File: config.mk
export PLATFORM = sky130hd
export DESIGN_NAME = pc_fetch_flat
export DESIGN_NICKNAME = d
export VERILOG_FILES = /design/src/rtl/pc_fetch_pkg.sv /design/src/rtl/pc_fetch_if.sv /design/src/rtl/pc_fetch_pc_next_logic.sv /design/src/rtl/pc_fetch.sv /design/src/flat_wrapper.sv
export SDC_FILE = /design/constraint.sdc
export NUM_CORES = 1
export LEC_CHECK = 0
export BUFFER_PORTS_ARGS = -buffer_cell sky130_fd_sc_hd__buf_2
export CAP_MARGIN = 20
export CORE_MARGIN = 4
export CORE_UTILIZATION = 47
export DETAILED_ROUTE_END_ITERATION = 7
export PLACE_DENSITY = 0.79
export SLEW_MARGIN = 25
export SYNTH_ARGS = -nofsm -noshare
export SYNTH_HDL_FRONTEND = slang
export SYNTH_SLANG_ARGS = --single-unit
File: constraint.sdc
create_clock -name clk_i -period 2.3 [get_ports clk_i]
set_clock_uncertainty 0.1 [all_clocks]
set_input_delay 0.345 -clock clk_i [delete_from_list [all_inputs] [get_ports clk_i]]
set_output_delay 0.345 -clock clk_i [all_outputs]
set_load 0.02 [all_outputs]
File: src/rtl/pc_fetch_pkg.sv
// +-----------------------------------------------------------------------+
// | fetch_pkg : shared widths, FSM state type and reset PC for pc_fetch.   |
// | Rev 1.0                                                               |
// +-----------------------------------------------------------------------+
`default_nettype none

package fetch_pkg;

  localparam int PC_W_DEF  = 7;
  localparam int OFF_W_DEF = 5;

  typedef enum logic [1:0] {
    IDLE = 2'd0,
    RUN  = 2'd1,
    DONE = 2'd2
  } state_t;

  localparam logic [PC_W_DEF-1:0] PC_RESET = '0;

endpackage

`default_nettype wire

File: src/rtl/pc_fetch_if.sv
// +-----------------------------------------------------------------------+
// | pc_fetch_if : decode-side control bus and ROM-side outputs of pc_fetch.|
// | Rev 1.0                                                               |
// +-----------------------------------------------------------------------+
`default_nettype none

interface pc_fetch_if #(
  parameter int PC_W  = 7,
  parameter int OFF_W = 5
);

  logic             start_i;
  logic [PC_W-1:0]  start_addr_i;
  logic             stall_i;
  logic             halt_i;
  logic             jump_en_i;
  logic [PC_W-1:0]  jump_target_i;
  logic             branch_taken_i;
  logic [OFF_W-1:0] branch_off_i;
  logic [PC_W-1:0]  pc_o;
  logic             valid_o;
  logic             done_o;

  modport master (
    output start_i, start_addr_i, stall_i, halt_i, jump_en_i,
           jump_target_i, branch_taken_i, branch_off_i,
    input  pc_o, valid_o, done_o
  );

  modport slave (
    input  start_i, start_addr_i, stall_i, halt_i, jump_en_i,
           jump_target_i, branch_taken_i, branch_off_i,
    output pc_o, valid_o, done_o
  );

endinterface

`default_nettype wire

File: src/rtl/pc_fetch_pc_next_logic.sv
// +-----------------------------------------------------------------------+
// | pc_next_logic : RUN-state next-PC priority mux (halt/stall/jump/branch)|
// | Rev 1.0                                                               |
// +-----------------------------------------------------------------------+
`default_nettype none

module pc_next_logic #(
  parameter int PC_W  = 7,
  parameter int OFF_W = 5
) (
  input  wire logic [PC_W-1:0]  pc_i,
  input  wire logic             halt_i,
  input  wire logic             stall_i,
  input  wire logic             jump_en_i,
  input  wire logic [PC_W-1:0]  jump_target_i,
  input  wire logic             branch_taken_i,
  input  wire logic [OFF_W-1:0] branch_off_i,
  output logic      [PC_W-1:0]  next_pc_o
);

  logic [PC_W-1:0] off_sext;
  logic [PC_W-1:0] pc_inc;
  logic [PC_W-1:0] pc_br;

  // Sign-extended offset; the adders wrap naturally at PC_W bits.
  assign off_sext = {{(PC_W-OFF_W){branch_off_i[OFF_W-1]}}, branch_off_i};
  assign pc_inc   = pc_i + {{(PC_W-1){1'b0}}, 1'b1};
  assign pc_br    = pc_i + off_sext;

  always_comb begin
    next_pc_o = pc_inc;
    if (halt_i || stall_i) begin
      next_pc_o = pc_i;
    end else if (jump_en_i) begin
      next_pc_o = jump_target_i;
    end else if (branch_taken_i) begin
      next_pc_o = pc_br;
    end
  end

endmodule

`default_nettype wire

File: src/rtl/pc_fetch.sv
// +-----------------------------------------------------------------------+
// | pc_fetch : PC register and IDLE/RUN/DONE fetch sequencer for the ROM.  |
// | Option PC_FETCH_CYCLE_COUNT_EN adds a saturating RUN-cycle counter.    |
// | Rev 1.0                                                               |
// +-----------------------------------------------------------------------+
`default_nettype none

module pc_fetch
  import fetch_pkg::*;
#(
  parameter int PC_W  = PC_W_DEF,
  parameter int OFF_W = OFF_W_DEF
) (
  input  wire logic   clk_i,
  input  wire logic   reset_i,
  pc_fetch_if.slave   bus
`ifdef PC_FETCH_CYCLE_COUNT_EN
  ,
  output logic [15:0] cycle_cnt_o
`endif
);

  state_t          state_q, state_d;
  logic [PC_W-1:0] pc_q, pc_d;
  logic [PC_W-1:0] run_next_pc;
  logic            start_acc;

  pc_next_logic #(
    .PC_W  (PC_W),
    .OFF_W (OFF_W)
  ) u_next (
    .pc_i           (pc_q),
    .halt_i         (bus.halt_i),
    .stall_i        (bus.stall_i),
    .jump_en_i      (bus.jump_en_i),
    .jump_target_i  (bus.jump_target_i),
    .branch_taken_i (bus.branch_taken_i),
    .branch_off_i   (bus.branch_off_i),
    .next_pc_o      (run_next_pc)
  );

  assign start_acc = bus.start_i && (state_q == IDLE || state_q == DONE);

  always_comb begin
    state_d = state_q;
    pc_d    = pc_q;
    case (state_q)
      IDLE, DONE: begin
        if (bus.start_i) begin
          pc_d    = bus.start_addr_i;
          state_d = RUN;
        end
      end
      RUN: begin
        pc_d = run_next_pc;
        if (bus.halt_i) begin
          state_d = DONE;
        end
      end
      default: begin
        state_d = IDLE;
        pc_d    = PC_W'(PC_RESET);
      end
    endcase
  end

  always_ff @(posedge clk_i) begin
    if (reset_i) begin
      state_q <= IDLE;
      pc_q    <= PC_W'(PC_RESET);
    end else begin
      state_q <= state_d;
      pc_q    <= pc_d;
    end
  end

  assign bus.pc_o    = pc_q;
  assign bus.valid_o = (state_q == RUN);
  assign bus.done_o  = (state_q == DONE);

`ifdef PC_FETCH_CYCLE_COUNT_EN
  logic [15:0] cnt_q;

  always_ff @(posedge clk_i) begin
    if (reset_i || start_acc) begin
      cnt_q <= '0;
    end else if (state_q == RUN && cnt_q != 16'hFFFF) begin
      cnt_q <= cnt_q + 16'd1;
    end
  end

  assign cycle_cnt_o = cnt_q;
`else
  logic unused_start_acc;
  assign unused_start_acc = start_acc;
`endif

endmodule

`default_nettype wire

File: src/flat_wrapper.sv
// flat-port wrapper written by rule: the top's interface ports become plain ports
module pc_fetch_flat import fetch_pkg::*;
#(
  parameter int PC_W  = PC_W_DEF,
  parameter int OFF_W = OFF_W_DEF
)
  (clk_i, reset_i, bus_start_i, bus_start_addr_i, bus_stall_i, bus_halt_i, bus_jump_en_i, bus_jump_target_i, bus_branch_taken_i, bus_branch_off_i, bus_pc_o, bus_valid_o, bus_done_o);
  pc_fetch_if #(.PC_W(PC_W), .OFF_W(OFF_W)) bus_i ();
  input  wire logic clk_i;
  input  wire logic reset_i;
  input wire logic [$bits(bus_i.start_i)-1:0] bus_start_i;
  input wire logic [$bits(bus_i.start_addr_i)-1:0] bus_start_addr_i;
  input wire logic [$bits(bus_i.stall_i)-1:0] bus_stall_i;
  input wire logic [$bits(bus_i.halt_i)-1:0] bus_halt_i;
  input wire logic [$bits(bus_i.jump_en_i)-1:0] bus_jump_en_i;
  input wire logic [$bits(bus_i.jump_target_i)-1:0] bus_jump_target_i;
  input wire logic [$bits(bus_i.branch_taken_i)-1:0] bus_branch_taken_i;
  input wire logic [$bits(bus_i.branch_off_i)-1:0] bus_branch_off_i;
  output wire logic [$bits(bus_i.pc_o)-1:0] bus_pc_o;
  output wire logic [$bits(bus_i.valid_o)-1:0] bus_valid_o;
  output wire logic [$bits(bus_i.done_o)-1:0] bus_done_o;
  assign bus_i.start_i = bus_start_i;
  assign bus_i.start_addr_i = bus_start_addr_i;
  assign bus_i.stall_i = bus_stall_i;
  assign bus_i.halt_i = bus_halt_i;
  assign bus_i.jump_en_i = bus_jump_en_i;
  assign bus_i.jump_target_i = bus_jump_target_i;
  assign bus_i.branch_taken_i = bus_branch_taken_i;
  assign bus_i.branch_off_i = bus_branch_off_i;
  assign bus_pc_o = bus_i.pc_o;
  assign bus_valid_o = bus_i.valid_o;
  assign bus_done_o = bus_i.done_o;
  pc_fetch #(.PC_W(PC_W), .OFF_W(OFF_W)) u_core (.clk_i(clk_i), .reset_i(reset_i), .bus(bus_i));
endmodule
**Word-level counts from Yosys, hierarchy flattened**

Cells that the tools add are included.

- Bits in registers: 9
- Bits in latches: 0
- Memory bits (writable): 0
- Bits in read-only memories: 0
- Input bits: 26
- Logic and storage cells: 22
- Memories kept: 0

- Add/subtract/negate cells: 2
- Multiply operators: 0
- Div/mod/pow operators: 0
- Order comparisons: 0
- Eq/ne operators: 5
- Shift operators: 0
- Muxes and demuxes: 8
- Bitwise operators: 0
- Reductions and logical operators: 5

Operators with widths:

| cell | number |
|---|---|
| $mux 7 | 4 |
| $pmux 7 s2 | 1 |
| $add 7x1->7 const B | 1 |
| $add 7x7->7 | 1 |
| $ne 2x2->1 const B | 3 |
| $mux 2 | 2 |
| $pmux 2 s2 | 1 |
| $reduce_and 2->1 | 2 |
| $eq 2x1->1 const B | 1 |
| $eq 2x2->1 const B | 1 |
| $logic_not 2->1 | 1 |
| $reduce_or 2->1 | 1 |
| $logic_or 1x1->1 | 1 |

**Depth between registers and ports, before layout**

Gate-level depths: netlist (run 1).

- Depth in word-level cells: 5
- Mapped depth: 10

**By module**

From an unflattened synthesis (run 1), not the netlist that was laid out.

- Cells, all modules: 115
- Area, all modules: 948.4 um^2

Modules (own cells, without submodules):

| module | times used | cells each | area each (um^2) | sequential area each (um^2) |
|---|---|---|---|---|
| pc_next_logic | 1 | 66 | 493.0 | 0.0 |
| pc_fetch | 1 | 49 | 455.4 | 180.2 |

**Worst setup path before layout (run 1)**

No wires, ideal clock.

- Kind: register to register
- Start point: register u_core.pc_q[0], in the netlist u_core.bus.pc_o[0]
- End point: register u_core.pc_q[6], in the netlist u_core.bus.pc_o[6]
- Arrival: 1.845 ns
- Setup slack: 0.235 ns
- Cell stages (with the launch flop): 10
- Path buffers: 0
- Clock period less this slack: 2.065 ns
- Path through: dfxtp_1 > ha_1 > inv_1 > fa_1 > nor2b_1 > o21ai_1 > nand2b_1 > mux2i_1 > mux2i_1 > a21oi_1

- Word-level cells in the longest chain between the ends: 5

RTL lines:

| item | RTL line | source |
|---|---|---|
| start: declaration | pc_fetch.sv:24 | `logic [PC_W-1:0] pc_q, pc_d;` |
| start signal: assignment | pc_fetch.sv:70 | `pc_q <= PC_W'(PC_RESET);` |
| start signal: assignment | pc_fetch.sv:73 | `pc_q <= pc_d;` |
| $add 7x1->7 or $add 7x7->7 (tied branches) | pc_fetch_pc_next_logic.sv:27, pc_fetch_pc_next_logic.sv:28 |  |
| $mux 7 (*) | pc_fetch_pc_next_logic.sv:36 | `end else if (branch_taken_i) begin` |
| $mux 7 (*) | pc_fetch_pc_next_logic.sv:34 | `end else if (jump_en_i) begin` |
| $mux 7 (*) | pc_fetch_pc_next_logic.sv:32 | `if (halt_i \|\| stall_i) begin` |
| $pmux 7 s2 (*) | pc_fetch.sv:47 | `case (state_q)` |

Every way passes the cells marked *; elsewhere a longest branch is shown, timed or not. The select of a mux whose other input is x is not followed.
A chain may end at the register's enable or synchronous reset.

**Final worst setup path (run 1)**

- Start point: register u_core.pc_q[0], in the netlist u_core.bus.pc_o[0]
- End point: register u_core.pc_q[4], in the netlist u_core.bus.pc_o[4]

The elaborated chain is that of the path after synthesis.

==> results.py, run 1 <==
metrics = {
    "detailed_routing": {
        "drt-initial-drc-count": 21,
        "drt_pass1_iterations": 4,
        "route.final.wire_length_um": 2302,
        "wire_per_inst_um": 14.12,
        "via_count": 904,
        "route.detailed.vias_per_inst": 5.546,
        "drc": 0,
        "ant_nets": 0,
    },
    "clock_tree": {
        "cts_tree": "built",
        "cts-hold-fix-buffers": 0,
        "numClockSinks": 9,
        "tritoncts.num_buffers": 3,
        "post_cts_resized": 0,
        "htree_levels": 1,
        "ctsRootBufferMaster": "sky130_fd_sc_hd__clkbuf_4",
        "buffer_count_from_post_cts_setup_fixing": 0,
        "cts.path.max_buffers": 2,
        "worst_skew_pair.late_latency_ns": 0.26,
        "clk_transition_reported_paths_ns": 0.07,
    },
    "global_route": {
        "grt_use_total_pct": 19.22,
        "grt_overflow_total": 0,
        "grt_first_pass_wirelength_um": 3760,
        "maximum_number_of_pins_on_one_net_before_global_route_repair": 15,
        "number_of_antenna_violations_at_the_first_check_in_global_routing": 0,
        "grt_pass1_vias": 882,
    },
    "worst_setup_path": {
        "worstSetupStartpointType": "flip-flop",
        "critical_path.max_fanout": 3,
        "reg2reg_from": "u_core.bus.pc_o[0]",
        "crit_required_ns": 2.34,
        "worstPathArrival_ns": 2.15,
        "r2r_cells": 9,
        "setup.worst_path.end_class": "flip-flop",
        "setup_slack_reg_to_reg_ns": 0.19,
        "timing_worst_setup_path_type": "flip-flop to flip-flop",
        "critical_r2r_capture": "u_core.bus.pc_o[4]",
    },
    "job": {
        "maxCapViolations": 0,
    },
    "yosys": {
        "synthesized_instance_count": 104,
        "synth_async_sr_flop_share_pct": 0,
        "cell_area_synth_um2": 832.0,
        "synth-warning-count": 0,
        "net_count_after_synthesis": 135,
        "synth_ff_type": "sky130_fd_sc_hd__dfxtp_1",
        "synth.distinct_cells": 45,
        "synth.avg_cell_area_um2": 8.000,
        "number_of_synthesized_flops_with_an_enable_pin": 0,
        "synth-seq-area-share_pct": 21.65,
        "synth-seq-cells": 9,
    },
    "timing": {
        "clock.fmax_mhz": 473.8,
        "setup-violations-final": 0,
        "setup_total_negative_slack_ns": 0,
        "min_cycle_time_layout_ns": 2.111,
        "worst_slew_pin_slew_ns": 0.4142,
        "slew_headroom_pct": 72.39,
        "tcrit_tclk_final_pct": 91.77,
        "final.hold.worst_slack_ns": 0.2869,
        "final_hold_viol_count": 0,
        "final_slew_violations": 0,
        "rsz0062_at_grt": "false",
    },
    "power": {
        "comb_power_share_pct": 39.8,
        "power_switching_share_pct": 37.97,
        "power_report.internal_total_mw": 0.3300,
        "power.density_cell_area_nw_per_um2": 511.0,
        "p_seq_share_pct": 35.8,
        "pwr-share-clk_pct": 24.4,
        "total_power_mw": 0.5319,
        "power.net_switching_mw": 0.2020,
        "p_leak_nw": 0.4894,
        "irDropWorstVdd_v": 0.0003481,
    },
    "die": {
        "initial_utilization_pct": 52.20,
        "rows": 14,
        "die_area_um2": 2508,
        "die_h_um": 50.08,
        "floorplan.die.width_um": 50.08,
        "coreArea_um2": 1594,
        "ioPinCount": 35,
    },
    "layout": {
        "register_cell_area_after_layout_um2": 180.2,
        "layout-drive-gt1-share_pct": 35.25,
        "post-route-util_pct": 65.31,
        "nNetsFinal": 171,
        "final.fill_count": 148,
        "synthToLayoutAreaGrowth_pct": 25.11,
        "mostFrequentLayoutCells": "sky130_fd_sc_hd__buf_2, sky130_fd_sc_hd__nor2_1, sky130_fd_sc_hd__dfxtp_1",
        "multi_input_area_um2": 613.1,
        "layout.cells.most_common": "sky130_fd_sc_hd__buf_2",
        "diodes": 0,
    },
    "hold_path": {
        "worst_hold_path_startpoint": "bus_halt_i",
        "min_to": "u_core.state_q[1]",
        "hold-path-cell-count": 3,
        "min_path_type": "input port to flip-flop",
    },
    "status": {
        "run_status": "complete, no violations",
    },
    "placement": {
        "detailed_place_hpwl_um": 1771,
        "routabilityCongestion": 0.8331,
        "io_buffers": 34,
    },
}
-- worst max-delay path, stage by stage, from the launching register on --
cell,delay (ns)
sky130_fd_sc_hd__dfxtp_1,0.36
sky130_fd_sc_hd__ha_1,0.19
sky130_fd_sc_hd__inv_1,0.06
sky130_fd_sc_hd__fa_1,0.40
sky130_fd_sc_hd__nor2b_1,0.14
sky130_fd_sc_hd__o21ai_1,0.07
sky130_fd_sc_hd__nand2b_1,0.12
sky130_fd_sc_hd__xnor2_1,0.13
sky130_fd_sc_hd__nor4_1,0.07
sky130_fd_sc_hd__a2111oi_1,0.35
-- worst max-delay path by stage --
stage | start | to | cells after the start
finish | u_core.bus.pc_o[0] | u_core.bus.pc_o[4] | 9
floorplan | u_core.bus.pc_o[0] | u_core.bus.pc_o[6] | 9
CTS | u_core.bus.pc_o[0] | u_core.bus.pc_o[4] | 9
global placement | bus_branch_taken_i | u_core.bus.pc_o[6] | 11
global route | u_core.bus.pc_o[0] | u_core.bus.pc_o[4] | 9
detailed placement | bus_branch_taken_i | u_core.bus.pc_o[4] | 11
-- area by class of cell --
type                    instances  share of cell area [%]
repair buffers                 34                   16.35
multi-input cells              87                   58.89
flip-flops and latches          9                   17.31
clock buffers                   4                   2.524
inverters                       5                   2.043
well taps                      24                   2.885
-- synth_stat cells (2+ instances only) --
library cell | count | area, um^2
sky130_fd_sc_hd__and2b_2 | 2 | 17.52
sky130_fd_sc_hd__nor3_1 | 2 | 10.01
sky130_fd_sc_hd__inv_1 | 3 | 11.26
sky130_fd_sc_hd__nand3_1 | 2 | 10.01
sky130_fd_sc_hd__nand2_1 | 7 | 26.28
sky130_fd_sc_hd__xor2_1 | 3 | 26.28
sky130_fd_sc_hd__o22ai_1 | 2 | 12.51
sky130_fd_sc_hd__ha_1 | 4 | 50.05
sky130_fd_sc_hd__nand2b_1 | 4 | 25.02
sky130_fd_sc_hd__nor4_1 | 2 | 12.51
sky130_fd_sc_hd__a211oi_1 | 4 | 30.03
sky130_fd_sc_hd__dfxtp_1 | 9 | 180.2
sky130_fd_sc_hd__mux2i_1 | 3 | 30.03
sky130_fd_sc_hd__nor2_1 | 11 | 41.29
sky130_fd_sc_hd__a22oi_1 | 3 | 22.52
sky130_fd_sc_hd__o21ai_0 | 6 | 30.03
sky130_fd_sc_hd__and2_1 | 2 | 12.51
sky130_fd_sc_hd__a21oi_1 | 7 | 35.03
sky130_fd_sc_hd__a221oi_1 | 2 | 17.52
-- flip-flops by register name, indices dropped and copies added (netlist names) --
name,count
u_core.bus.pc_o,7
u_core.state_q,2
-- power by group through the flow --
stage               Sequential (mW)  Combinational, mW  Clock [mW]
floorplan                     0.204              0.135           0
global placement              0.192              0.204           0
detailed placement            0.193              0.210           0
CTS                           0.190              0.211       0.133
global route                  0.193              0.232       0.145
finish                        0.190              0.212       0.130
-- routing by layer --
metal,track usage [%],wire length [um],up-vias,part of all wire (%)
li1,-,-,454,-
met1,23.34,1037,425,45
met2,31.74,1137,23,49
met3,4.518,114,2,5.0
met4,8.295,12,0,0.52
met5,0,0,-,0
-- metrics by stage --
stage	cells	worst slack (ns)	instance area (um^2)
finish	163	0.1892	1041
detailed placement	159	0.03996	1015
global route	163	0.02006	1041
global placement	159	0.1274	1015
CTS	163	0.1940	1041
floorplan	104	0.2348	832.0
-- cell families (layout without fill, tap and decap cells) --
group	after synthesis	in the layout	synth area share, %
AO/OA/AOI/OAI	35	35	30.98
XOR/XNOR	4	4	4.211
adder cells (fa/ha/maj)	5	5	8.421
buffers and inverters	8	43	4.661
flip-flops	9	9	21.65
multiplexers	4	4	4.962
AND/OR/NAND/NOR	39	39	25.12
(Power assumes the default switching activity.)
==> inputs of run 2 (changes only) <==
--- a/config.mk
+++ b/config.mk
@@ -10,7 +10,7 @@
 export CORE_MARGIN = 4
 export CORE_UTILIZATION = 47
 export DETAILED_ROUTE_END_ITERATION = 7
-export PLACE_DENSITY = 0.79
+export PLACE_DENSITY_LB_ADDON = 0.05
 export SLEW_MARGIN = 25
 export SYNTH_ARGS = -nofsm -noshare
 export SYNTH_HDL_FRONTEND = slang
==> constraint.sdc (replaced) <==
create_clock -name clk_i -period 2.3 [get_ports clk_i]
set_clock_uncertainty 0.1 [all_clocks]
set_input_delay 0.345 -clock clk_i [delete_from_list [all_inputs] [get_ports clk_i]]
set_output_delay 0.345 -clock clk_i [all_outputs]
set_load 0.05 [all_outputs]
==> results.py, run 2 (synthesized netlist as in run 1, its figures left out) <==
metrics = {
    "global_route": {
        "grt_overflow_total": 0,
        "grt_use_total_pct": 19.12,
        "grt_pass1_vias": 819,
        "grt_first_pass_wirelength_um": 3739,
        "number_of_antenna_violations_at_the_first_check_in_global_routing": 0,
        "maximum_number_of_pins_on_one_net_before_global_route_repair": 15,
    },
    "die": {
        "floorplan.die.width_um": 50.08,
        "initial_utilization_pct": 52.20,
        "die_h_um": 50.08,
        "rows": 14,
        "ioPinCount": 35,
        "coreArea_um2": 1594,
        "die_area_um2": 2508,
    },
    "clock_tree": {
        "buffer_count_from_post_cts_setup_fixing": 0,
        "worst_skew_pair.late_latency_ns": 0.27,
        "cts.path.max_buffers": 2,
        "numClockSinks": 9,
        "htree_levels": 1,
        "clk_transition_reported_paths_ns": 0.07,
        "cts-hold-fix-buffers": 0,
        "post_cts_resized": 0,
        "tritoncts.num_buffers": 3,
        "cts_tree": "built",
        "ctsRootBufferMaster": "sky130_fd_sc_hd__clkbuf_4",
    },
    "placement": {
        "routabilityCongestion": 0.8762,
        "detailed_place_hpwl_um": 1718,
        "io_buffers": 34,
    },
    "timing": {
        "worst_slew_pin_slew_ns": 0.4047,
        "setup-violations-final": 0,
        "slew_headroom_pct": 73.02,
        "clock.fmax_mhz": 491.4,
        "rsz0062_at_grt": "false",
        "final_slew_violations": 0,
        "min_cycle_time_layout_ns": 2.035,
        "final_hold_viol_count": 0,
        "setup_total_negative_slack_ns": 0,
        "tcrit_tclk_final_pct": 88.48,
    },
    "layout": {
        "mostFrequentLayoutCells": "sky130_fd_sc_hd__buf_2, sky130_fd_sc_hd__nor2_1, sky130_fd_sc_hd__dfxtp_1",
        "nNetsFinal": 171,
        "post-route-util_pct": 65.38,
        "layout.cells.most_common": "sky130_fd_sc_hd__buf_2",
        "final.fill_count": 143,
        "register_cell_area_after_layout_um2": 181.4,
        "multi_input_area_um2": 613.1,
        "largest_register_ff_count": 7,
        "diodes": 0,
        "layout-drive-gt1-share_pct": 35.97,
        "synthToLayoutAreaGrowth_pct": 25.26,
    },
    "power": {
        "irDropWorstVdd_v": 0.0003430,
        "p_leak_nw": 0.4897,
        "power.density_cell_area_nw_per_um2": 542.4,
    },
    "detailed_routing": {
        "route.detailed.vias_per_inst": 5.546,
        "drt-initial-drc-count": 32,
        "ant_nets": 0,
        "via_count": 904,
        "route.final.wire_length_um": 2205,
        "wire_per_inst_um": 13.53,
        "drc": 0,
        "drt_pass1_iterations": 4,
    },
    "worst_setup_path": {
        "worstPathArrival_ns": 2.09,
        "setup.worst_path.end_class": "flip-flop",
        "critical_path.cell_chain": "ha_1 > inv_1 > fa_1 > nor2b_1 > o21ai_1 > nand2b_1 > xnor2_1 > nor4_1 > a2111oi_1",
        "worstSetupStartpointType": "flip-flop",
        "slowest_stage_cell_cp": "sky130_fd_sc_hd__fa_1",
        "timing_worst_setup_path_type": "flip-flop to flip-flop",
        "crit_required_ns": 2.35,
        "slowest_delay_ns": 0.40,
        "critical_path.max_fanout": 3,
    },
    "hold_path": {
        "min_path_type": "input port to flip-flop",
    },
    "status": {
        "run_status": "complete, no violations",
    },
    "job": {
        "maxCapViolations": 0,
    },
}
run 2: cell counts in the layout (fill, tap and decap cells not counted):
Identical to the previous run, type by type.
run 2: final cells by class:
class                           count  area share, %
Timing Repair Buffer               34          16.33
Multi-Input combinational cell     87          58.82
Sequential cell                     9          17.41
Clock buffer                        4          2.521
Inverter                            5          2.041
Tap cell                           24          2.881
run 2: power by group:
| part | leakage, nW | switching [mW] | internal, mW |
|---|---|---|---|
| clock | 0.0150 | 0.0634 | 0.0671 |
| combinational | 0.400 | 0.151 | 0.0928 |
| sequential | 0.0748 | 0.0191 | 0.172 |
| total | 0.490 | 0.234 | 0.331 |
run 2: critical path: cells and delay by family (launching register included):
family,cells,cell delay (ns)
adder cells (fa/ha/maj),2,0.58
buffers and inverters,1,0.06
flip-flops,1,0.34
XOR/XNOR,1,0.13
AND/OR/NAND/NOR,3,0.31
AO/OA/AOI/OAI,2,0.38
run 2: worst paths after layout:
check | from | end | slack (ns) | cells after the start
worst max-delay path | u_core.bus.pc_o[0] | u_core.bus.pc_o[4] | 0.26 | 9
worst min-delay path | bus_halt_i | u_core.state_q[1] | 0.28 | 3
worst max register to register | u_core.bus.pc_o[0] | u_core.bus.pc_o[4] | 0.26 | 9
worst min register to register | u_core.bus.pc_o[3] | u_core.bus.pc_o[3] | 0.43 | 2
run 2: layer usage:
| layer | track usage (%) | share of wire (%) |
|---|---|---|
| met5 | 0 | 0 |
| met2 | 31.30 | 47 |
| met4 | 1.382 | 0 |
| met3 | 6.325 | 8.0 |
| met1 | 25.05 | 45 |
run 2: per-stage QoR:
| step | area (um^2) | hold WS [ns] | cells | setup slack (ns) | power (mW) |
|---|---|---|---|---|---|
| floorplan | 833.3 | 0.3877 | 104 | 0.07869 | 0.3733 |
| global placement | 1016 | 0.4094 | 159 | 0.1052 | 0.4339 |
| detailed placement | 1016 | 0.4203 | 159 | 0.05151 | 0.4369 |
| CTS | 1042 | 0.2702 | 163 | 0.2448 | 0.5686 |
| global route | 1042 | 0.2828 | 163 | 0.1062 | 0.6055 |
| finish | 1042 | 0.2781 | 163 | 0.2649 | 0.5653 |
==> inputs of run 3 (changes only) <==
--- a/config.mk
+++ b/config.mk
@@ -7,8 +7,10 @@
 export LEC_CHECK = 0
 export BUFFER_PORTS_ARGS = -buffer_cell sky130_fd_sc_hd__buf_2
 export CAP_MARGIN = 20
+export CORE_ASPECT_RATIO = 1.75
 export CORE_MARGIN = 4
-export CORE_UTILIZATION = 47
+export CORE_UTILIZATION = 33
+export CTS_CLUSTER_DIAMETER = 80
 export DETAILED_ROUTE_END_ITERATION = 7
 export PLACE_DENSITY_LB_ADDON = 0.05
 export SLEW_MARGIN = 25
==> results.py, run 3 (synthesized netlist as in run 1, its figures left out) <==
metrics = {
    "timing": {
        "setup-violations-final": 0,
        "final_hold_viol_count": 0,
        "worst_slew_pin_slew_ns": 0.3939,
        "tcrit_tclk_final_pct": 89.61,
        "setup_slack_ns": 0.2389,
        "setup_total_negative_slack_ns": 0,
        "clock.fmax_mhz": 485.2,
        "min_cycle_time_layout_ns": 2.061,
        "slew_headroom_pct": 73.74,
        "rsz0062_at_grt": "false",
        "final_slew_violations": 0,
    },
    "layout": {
        "diodes": 0,
        "finish.cell_count_without_fillers": 164,
        "mostFrequentLayoutCells": "sky130_fd_sc_hd__buf_2, sky130_fd_sc_hd__nor2_1, sky130_fd_sc_hd__dfxtp_1",
        "synthToLayoutAreaGrowth_pct": 27.67,
        "layout-drive-gt1-share_pct": 35.97,
        "nNetsFinal": 171,
        "layout.cells.most_common": "sky130_fd_sc_hd__buf_2",
        "post-route-util_pct": 45.02,
        "largest_register_ff_count": 7,
    },
    "detailed_routing": {
        "route.detailed.vias_per_inst": 5.457,
        "drt_pass1_iterations": 4,
        "ant_nets": 0,
        "route.final.wire_length_um": 2335,
        "via_count": 895,
        "drt-initial-drc-count": 11,
        "drc": 0,
        "wire_per_inst_um": 14.24,
    },
    "placement": {
        "detailed_place_hpwl_um": 1871,
        "placement.setup.worst_slack_ns": -0.03619,
        "io_buffers": 34,
        "routabilityCongestion": 0.7334,
        "place_inst": 160,
    },
    "worst_setup_path": {
        "critical_path.max_fanout": 3,
        "worstPathArrival_ns": 2.08,
        "setup.worst_path.end_class": "flip-flop",
        "timing_worst_setup_path_type": "flip-flop to flip-flop",
        "worstSetupStartpointType": "flip-flop",
        "crit_required_ns": 2.32,
    },
    "status": {
        "run_status": "complete, no violations",
    },
    "global_route": {
        "maximum_number_of_pins_on_one_net_before_global_route_repair": 15,
        "grt_use_total_pct": 14.94,
        "grt_first_pass_wirelength_um": 3774,
        "grt_overflow_total": 0,
        "grt_pass1_vias": 868,
        "number_of_antenna_violations_at_the_first_check_in_global_routing": 0,
    },
    "die": {
        "rows": 23,
        "ioPinCount": 35,
        "die_area_um2": 3420,
        "initial_utilization_pct": 35.26,
        "die_h_um": 74.43,
        "floorplan.die.width_um": 45.96,
        "coreArea_um2": 2360,
    },
    "clock_tree": {
        "htree_levels": 1,
        "numClockSinks": 9,
        "ctsRootBufferMaster": "sky130_fd_sc_hd__clkbuf_8",
        "tritoncts.num_buffers": 3,
        "buffer_count_from_post_cts_setup_fixing": 0,
        "cts_tree": "built",
        "cts.path.max_buffers": 2,
        "post_cts_resized": 0,
        "clk_transition_reported_paths_ns": 0.05,
        "cts-hold-fix-buffers": 0,
        "worst_skew_pair.late_latency_ns": 0.23,
    },
    "hold_path": {
        "min_path_type": "input port to flip-flop",
    },
    "job": {
        "maxCapViolations": 0,
    },
    "power": {
        "total_power_mw": 0.6222,
        "power.density_cell_area_nw_per_um2": 585.8,
        "irDropWorstVdd_v": 0.0003116,
        "p_leak_nw": 0.4975,
    },
}
==> run 3: cell counts in the layout (fill, tap and decap cells not counted) <==
Identical to the previous run, type by type.
==> run 3: worst max-delay path, cell delays in order (launching register included) <==
cell                        delay [ns]
sky130_fd_sc_hd__dfxtp_2          0.34
sky130_fd_sc_hd__ha_1             0.18
sky130_fd_sc_hd__inv_1            0.06
sky130_fd_sc_hd__fa_1             0.41
sky130_fd_sc_hd__nor2b_1          0.12
sky130_fd_sc_hd__o21ai_1          0.06
sky130_fd_sc_hd__nand2b_1         0.14
sky130_fd_sc_hd__xnor2_1          0.14
sky130_fd_sc_hd__nor4_1           0.07
sky130_fd_sc_hd__a2111oi_1        0.32
==> run 3: power breakdown <==
part | internal, mW | leakage (nW) | switching, mW | total [mW]
Clock | 0.121 | 0.0228 | 0.0675 | 0.189
Combinational | 0.0922 | 0.400 | 0.150 | 0.242
Sequential | 0.172 | 0.0748 | 0.0192 | 0.191
Total | 0.386 | 0.497 | 0.237 | 0.622
==> run 3: layout make-up <==
| class | count | area (um^2) |
|---|---|---|
| well taps | 25 | 31.28 |
| flip-flops and latches | 9 | 181.4 |
| repair buffers | 34 | 170.2 |
| clock buffers | 4 | 45.04 |
| inverters | 5 | 21.27 |
| fillers | 264 | 1297 |
| multi-input cells | 87 | 613.1 |
==> run 3: final timing paths <==
path,to,depth (start not counted),start,slack [ns]
setup / recovery,u_core.bus.pc_o[4],9,u_core.bus.pc_o[0],0.24
hold reg to reg,u_core.bus.pc_o[2],2,u_core.bus.pc_o[2],0.42
setup reg to reg,u_core.bus.pc_o[4],9,u_core.bus.pc_o[0],0.24
hold / removal,u_core.state_q[1],3,bus_halt_i,0.31
==> run 3: per-stage QoR <==
stage	instance area, um^2	hold slack [ns]
after CTS	1062	0.3136
after global routing	1062	0.3556
after global placement	1017	0.4135
after floorplan	833.3	0.3877
after detailed placement	1017	0.4195
final	1062	0.3087
==> run 3: metal layers <==
layer  GRT usage [%]  wire length (um)
met5               0                 0
met4           6.646                21
met3           2.663               128
met2           25.46              1193
met1           17.47               991
